==> src/rtl/shift_unit_seq.sv <==
// Sequential barrel shifter: one log-shift stage per clock, fixed latency
// regardless of amount. SRL / SRA / SLL / ROR with a lost-bits flag.
module shift_unit_seq #(
  parameter int WIDTH = 32
) (
  input  logic             clk,
  input  logic             rst,
  input  logic             start,
  input  logic [1:0]       OP,
  input  logic [WIDTH-1:0] X,
  input  logic [31:0]      Y,
  output logic [WIDTH-1:0] Z,
  output logic             V,
  output logic             busy,
  output logic             done
);

  localparam int LOG2W = $clog2(WIDTH);
  localparam int CNT_W = (LOG2W > 1) ? $clog2(LOG2W) : 1;
  localparam logic [CNT_W-1:0] LAST_STAGE = CNT_W'(LOG2W - 1);
  localparam logic [LOG2W:0]   FULL_ROT   = (LOG2W + 1)'(WIDTH);
  localparam logic [LOG2W:0]   ONE_SH     = (LOG2W + 1)'(1);

  typedef enum logic [1:0] {
    IDLE,
    SHIFT,
    DONE
  } state_t;

  typedef enum logic [1:0] {
    OP_SRL = 2'b00,
    OP_SRA = 2'b01,
    OP_SLL = 2'b10,
    OP_ROR = 2'b11
  } op_t;

  state_t           state_q, state_d;
  op_t              op_q;
  logic             sign_q;
  logic             sat_q;
  logic [LOG2W-1:0] amt_q;
  logic [CNT_W-1:0] cnt_q;
  logic [WIDTH-1:0] work_q, work_nx;
  logic             vacc_q, vacc_nx;
  logic             lost;
  logic             capture;
  logic [LOG2W:0]   sh;
  logic [WIDTH-1:0] lo_mask, hi_mask;

  // A new operation may only be accepted when no shift is in flight.
  assign capture = start && (state_q != SHIFT);
  assign busy    = (state_q == SHIFT);
  assign done    = (state_q == DONE);

  // ---------------------------------------------------------------------------
  // FSM
  // ---------------------------------------------------------------------------
  // NOTE: sequential state uses non-blocking assignments only, so every
  // flop samples pre-edge values and simulation matches the synthesized
  // hardware regardless of process ordering.
  always_ff @(posedge clk or posedge rst) begin
    if (rst) state_q <= IDLE;
    else     state_q <= state_d;
  end

  // NOTE: every signal written in an always_comb gets a default first, so no
  // path through the block leaves it unassigned and no latch is inferred.
  always_comb begin
    state_d = state_q;
    case (state_q)
      IDLE:    if (start) state_d = SHIFT;
      SHIFT:   if (cnt_q == LAST_STAGE) state_d = DONE;
      DONE:    state_d = start ? SHIFT : IDLE;
      default: state_d = IDLE;
    endcase
  end

  // ---------------------------------------------------------------------------
  // One shift stage: distance 2^cnt, applied only when that amount bit is set
  // ---------------------------------------------------------------------------
  always_comb begin
    sh      = ONE_SH << cnt_q;
    lo_mask = ~({WIDTH{1'b1}} << sh);
    hi_mask = ~({WIDTH{1'b1}} >> sh);
    work_nx = work_q;
    lost    = 1'b0;
    if (sat_q) begin
      // Out-of-range amount: the whole operand is discarded in one go and
      // replaced by the fill pattern; later stages see only fill bits.
      work_nx = {WIDTH{(op_q == OP_SRA) && sign_q}};
      lost    = |work_q;
    end else if (amt_q[cnt_q]) begin
      case (op_q)
        OP_SRL: begin
          work_nx = work_q >> sh;
          lost    = |(work_q & lo_mask);
        end
        OP_SRA: begin
          work_nx = (work_q >> sh) | ({WIDTH{sign_q}} & hi_mask);
          lost    = |(work_q & lo_mask);
        end
        OP_SLL: begin
          work_nx = work_q << sh;
          lost    = |(work_q & hi_mask);
        end
        default: begin
          work_nx = (work_q >> sh) | (work_q << (FULL_ROT - sh));
          lost    = 1'b0;
        end
      endcase
    end
    vacc_nx = vacc_q | lost;
  end

  // ---------------------------------------------------------------------------
  // Datapath registers and result outputs
  // ---------------------------------------------------------------------------
  // NOTE: the operand registers are reset along with the outputs; they are a
  // handful of flops, and a defined post-reset value keeps X out of the
  // lost-bits logic during bring-up.
  always_ff @(posedge clk or posedge rst) begin
    if (rst) begin
      op_q   <= OP_SRL;
      sign_q <= 1'b0;
      sat_q  <= 1'b0;
      amt_q  <= '0;
      cnt_q  <= '0;
      work_q <= '0;
      vacc_q <= 1'b0;
      Z      <= '0;
      V      <= 1'b0;
    end else if (capture) begin
      op_q   <= op_t'(OP);
      sign_q <= X[WIDTH-1];
      sat_q  <= (op_t'(OP) != OP_ROR) && (|Y[31:LOG2W]);
      amt_q  <= Y[LOG2W-1:0];
      cnt_q  <= '0;
      work_q <= X;
      vacc_q <= 1'b0;
    end else if (state_q == SHIFT) begin
      work_q <= work_nx;
      vacc_q <= vacc_nx;
      cnt_q  <= cnt_q + 1'b1;
      // Results publish on the final stage edge, i.e. as DONE is entered.
      if (cnt_q == LAST_STAGE) begin
        Z <= work_nx;
        V <= vacc_nx;
      end
    end
  end

endmodule
==> config.mk <==
export PLATFORM = sky130hd
export DESIGN_NAME = shift_unit_seq
export DESIGN_NICKNAME = d
export VERILOG_FILES = /design/src/rtl/shift_unit_seq.sv
export SDC_FILE = /design/constraint.sdc
export NUM_CORES = 1
export LEC_CHECK = 0
export BUFFER_PORTS_ARGS = -buffer_cell sky130_fd_sc_hd__buf_2
export CORE_MARGIN = 5
export CORE_UTILIZATION = 25
export CTS_BUF_LIST = sky130_fd_sc_hd__clkbuf_4
export DETAILED_ROUTE_END_ITERATION = 8
export GPL_TIMING_DRIVEN = 0
export PLACE_DENSITY = 0.46
export SLEW_MARGIN = 20
export SYNTH_ARGS = -nofsm -noshare
export SYNTH_HDL_FRONTEND = slang
export SYNTH_SLANG_ARGS = --single-unit
==> constraint.sdc <==
create_clock -name clk -period 4.8 [get_ports clk]
set_clock_uncertainty 0.15 [all_clocks]
set_input_delay 0.24 -clock clk [delete_from_list [all_inputs] [get_ports clk]]
set_output_delay 0.24 -clock clk [all_outputs]
set_load 0.05 [all_outputs]
## Yosys cells after proc, flatten, opt, wreduce, memory -nomap -nowiden

Index checks and enable logic that the tools add are counted.

- Input bits: 69
- Register bits after elaboration: 80
- Output and inout port bits: 35
- Word-level logic and storage cells: 68

- Equal/unequal tests: 9
- Bitwise operators: 9
- Add/sub/neg operators: 2
- Reduce and logical (&&, ||, !) cells: 13
- Multiplexer cells: 18
- $lt $le $gt $ge: 1
- Shift operators: 6

Operators by type and width:

| kind | number |
|---|---|
| $mux W32 | 4 |
| $and A32 B32 Y32 | 3 |
| $pmux W32 S3 | 1 |
| $reduce_or A32 Y1 | 3 |
| $not A32 Y32 | 2 |
| $or A32 B32 Y32 | 2 |
| $shl A32 B6 Y32 | 2 |
| $shl A32 B6 Y32 const A | 1 |
| $shr A32 B6 Y32 | 1 |
| $shr A32 B6 Y32 const A | 1 |
| $reduce_or A27 Y1 | 1 |
| $mux W1 | 6 |
| $mux W3 | 2 |
| $pmux W2 S3 | 1 |
| $shl A1 B3 Y6 const A | 1 |
| $sub A6 B6 Y6 const A | 1 |
| $eq A2 B1 Y1 const B | 2 |
| $eq A2 B2 Y1 const B | 2 |
| $logic_not A2 Y1 | 2 |
| $lt A3 B4 Y1 const B | 1 |
| $mux W2 | 2 |
| $ne A2 B1 Y1 const B | 2 |
| $ne A2 B2 Y1 const B | 2 |
| $add A3 B1 Y3 const B | 1 |
| 10 further kinds | 12 |

## Logic depth before layout (Yosys ltp)

- Depth in word-level cells: 11
- Mapped depth: 20
- Mapped depth without buffers: 14

## Worst setup path before layout

Ideal clock, no wire load.

- Kind: register -> register
- From: reg cnt_q[1]
- To: reg work_q[28]
- Arrival time: 4177 ps
- Path buffers: 6
- Setup time: 87 ps
- Period minus slack after synthesis: 4414 ps
- Cell stages (with the launch flop): 21
- Setup slack: 386 ps
- Required time: 4563 ps
- Cell sequence: dfrtp_1 -> inv_1 -> ha_1 -> nor2b_1 -> buf_2 -> inv_1 -> buf_2 -> buf_2 -> buf_2 -> ha_1 -> inv_1 -> ha_1 -> buf_2 -> or2_2 -> clkbuf_1 -> a211oi_1 -> or4_1 -> o22ai_1 -> a211oi_1 -> a221o_1 -> a22oi_1

- Cells in the longest elaborated chain, start to end: 10
- Elaborated cells on any way between the ends: 17
- Classes of those cells: add/sub (1); shift (5); mux (7); bitwise (4)

RTL lines:

| what | RTL line | source |
|---|---|---|
| start, declared | 42 | `logic [CNT_W-1:0] cnt_q;` |
| start signal, assigned | 143 | `cnt_q <= cnt_q + 1'b1;` |
| parallel branches: the longest is 6 deep, another holds $sub A6 B6 Y6 | -- |  |
| $mux W32 * | 92 | `end else if (amt_q[cnt_q]) begin` |
| $mux W32 * | 87 | `if (sat_q) begin` |
| $mux W32 * | 140 | `end else if (state_q == SHIFT) begin` |
| $mux W32 * | 132 | `end else if (capture) begin` |
| end signal, assigned | 141 | `work_q <= work_nx;` |
| end, declared | 43 | `logic [WIDTH-1:0] work_q, work_nx;` |

Mark *: on every way between the ends. The select of a mux whose other input is x is not followed.
A chain may end at the register's enable or synchronous reset.

## Final worst setup path

- From: reg cnt_q[2]
- To: reg work_q[7]

The elaborated chain is that of the path after synthesis.

==> run summary <==
In this run the worst hold path is classified as input port to flop. Number of global-route vias before repair: 14100. The setup path with the least slack is of type flop to flop.

The total CTS buffers came out at 9. The first global-routing pass estimated 132 mm of wire. The final reports fail on negative setup slack. The total length of routed wires is 101 mm, and the largest net degree at the start of global routing is 53. The final routed wire length divided by cell count is 47.3 um. The path depth of the worst reg2reg path is 14. After clock tree synthesis, the clock-pin slew on the worst setup and hold paths is 160 ps.

For the final worst setup slack, the log shows -58.8 ps. Prior to clock tree synthesis, the placed netlist has a worst setup slack of -2140 ps. The post-synthesis cell count was 1364.

Headroom to the max-slew limit came out at 8.28%. The clock passes through at most 2 buffers. The logs give 3 for the number of H-tree levels and 96 for the post-synthesis cell type count. The global-route usage over all layers was 40.9%. The mean cell area of the mapped netlist is 8.01 um^2.

The tools report the half-perimeter wire length after placement as 78.5 mm. After synthesis the netlist holds a flip-flop and latch count of 80. TritonCTS built the clock tree. Counting instances, the worst hold path has a depth of 5.

The share of synthesized area in the top cell type comes to 18.3%. The count of flip-flops with a built-in enable after synthesis came out at 0. The flow ran to the end, but the final reports show violations. The number of buffers and inverters on the critical path is 9. Counting every sink on the clock net gives 80. Using the TritonRoute via totals, the vias-per-cell ratio works out to 6.96.

The tool flagged a number of max-cap violations equal to 0. The sum of overflow across all layers after global routing is 0. The type of element launching the critical path was a flop. For the worst-skew pair, the clock arrives at the later sink with an insertion delay of 520 ps. The most used flip-flop cell after synthesis is dfrtp_1. The run gives 5100 ps as the data arrival at the endpoint of the critical path. By area the synthesized netlist is led by dfrtp_1 18%, mux4_2 9.5%, mux2i_1 6.5%.

The area inside the core boundary was 43200 um^2; the number of top-level design ports was 104. The initial antenna violation count is 8. The count of pins over their slew limit is 0, and the share of final-layout standard cells stronger than drive strength 1 is 27.2%. In the synthesized netlist the async set-or-reset flop fraction comes to 100%. The critical path crosses 14 cells after its start point. For the net count after synthesis, the log shows 1442. Summed over all instances, the cell type with the most area after synthesis is dfrtp_1.

STA classifies the critical path endpoint as a flop. From synthesis to final layout, the design area changed by 24.4%. For this configuration, the core starts out at a cell density of 25.3%.

The final critical path time including I/O delays and setup was 4860 ps; the count of endpoints failing setup in the final report was 11. The logs give 13600 um^2 for the area of all placed cells without fillers and 0 for the count of nets left with antenna violations after detail routing. The library cell used most frequently in the layout, excluding fill and tap cells, is buf_2.

For the number of nets in the finished design, the log shows 1613. The floorplan has 76 rows. The floorplan step defined a die boundary enclosing 48000 um^2. Timing would allow up to 0.206 GHz. For this run, the detailed router's first-pass iteration total came to 6. Once placement finished, the instance area stood at 12300 um^2.

The part of the cycle the worst path needs came out at 101%. The tools report the via count of the routed design as 14800. The kind of cell adding the most delay to the critical path was buffers and inverters.

Among all stages on the critical path, the largest delay is contributed by dfrtp_2. The signal on the critical path passes through buf_2, inv_1, buf_4, clkbuf_4, ha_1, buf_2, buf_2, clkbuf_2, clkbuf_4, clkbuf_4, a211oi_1, a211oi_2, o31ai_4, a22oi_2. The count of port buffers added during placement was 102; the required time at the endpoint of the critical path was 5040 ps. After synthesis, flip-flops and latches occupy 18.3% of the total area.

The final RePlAce weighted congestion was 1.05; the largest incremental delay on the critical path was 500 ps. In this run the cell area of the synthesized design comes to 10900 um^2. The tools report the count of warnings emitted by yosys as 0. Measured along the x axis, the die boundary spans 219 um. The cell sitting at the root of the clock tree is a clkbuf_4. In the layout the commonest cells are 137 x buf_2, 108 x nor2_1, 103 x a21oi_1. The die height is 219 um.

For the pin with the worst max-slew slack, the measured transition is 1380 ps. After detailed routing, the number of remaining DRC violations is 0. Setup repair after global routing could not meet its margin everywhere.

Along the worst path, the maximum fanout reaches 10. For this block, the initial DRC count from the detailed router was 2141. For the final count of hold timing violations, the log shows 0.
cell type report:
class	instances	area, um^2
antenna	1	2.50
buffer	160	868
clock buffer	9	67.6
clock inverter	6	61.3
fill	4742	29600
inverter	31	125
multi-input combinational	1086	8590
sequential	80	2010
tap	585	732
timing repair buffer	167	1150
per-layer routing:
layer	global-route usage (%)	vias up	share of wire (%)
met4	24.9	6	8.4
met5	0	-	0.076
met3	12.1	325	11
met2	59.8	1236	41
met1	52.9	7533	39
li1	-	5689	-
cells by family after synthesis:
kind of cell	share of synthesized area [%]
DFF	18.3
muxes	19.2
buffers and inverters	8.16
AOI/OAI and AO/OA	34.6
adders and majority gates	1.21
and+or+nand+nor	18.5
path summary, 6_finish.rpt:
path / to / from / slack [ps]
max in group asynchronous: cnt_q[0]$_DFFE_PP0P_ / rst / 3720
worst max-delay path: work_q[7]$_DFFE_PP0P_ / cnt_q[2]$_DFFE_PP0P_ / -60
worst min register to register: Z[0]$_DFFE_PP0P_ / Z[0]$_DFFE_PP0P_ / 350
min in group asynchronous: work_q[23]$_DFFE_PP0P_ / rst / 120
worst max register to register: work_q[7]$_DFFE_PP0P_ / cnt_q[2]$_DFFE_PP0P_ / -60
worst min-delay path: work_q[17]$_DFFE_PP0P_ / X[17] / 90
tightest hold or removal path: stages:
cell,delay (ps)
buf_2,90
mux2i_1,60
nor2_1,90
a21oi_1,60
o21ai_2,170
state kept, by name, summed over array words and instances, names as in the netlist:
name / flops
Z: 32
sign_q: 1
state_q: 2
vacc_q: 1
cnt_q: 3
V: 1
amt_q: 5
op_q: 2
sat_q: 1
work_q: 32
metrics by stage:
stage | utilization (%) | std cells | TNS [ps] | hold WS (ps)
2_1_floorplan | - | 1364 | 0 | 241
5_1_grt | 31.5 | 2125 | -18.2 | 111
4_1_cts | 31.1 | 2120 | -0.193 | 31.6
3_5_place_dp | 28.5 | 2058 | -91150 | 124
6_report | 31.5 | 2125 | -192 | 86.5
3_3_place_gp | 28.2 | 2051 | -95260 | 311
repair_timing:
action / CTS / global route
endpoints found under the hold margin: 120 / 0
gates resized for setup: 119 / 41
pin swaps: 10 / 4
setup endpoints to repair: 66 / 51
buffers inserted: 11 / 4
hold buffers: 43 / 0
Yosys cell counts (25+ instances only):
library cell and instances:
nor3_1 36, inv_1 25, nor2_1 111, buf_2 44, nand3_1 32, mux2i_1 71, a22oi_1 31, dfrtp_1 80
a21oi_1 104, mux4_2 46, o21ai_0 83, a211oi_1 66, o22ai_1 34, nand2_1 75, clkbuf_1 101, mux2_2 29
Power is not shown: default switching activity piles up to over one toggle a cycle in this logic, so the estimate is an artifact.
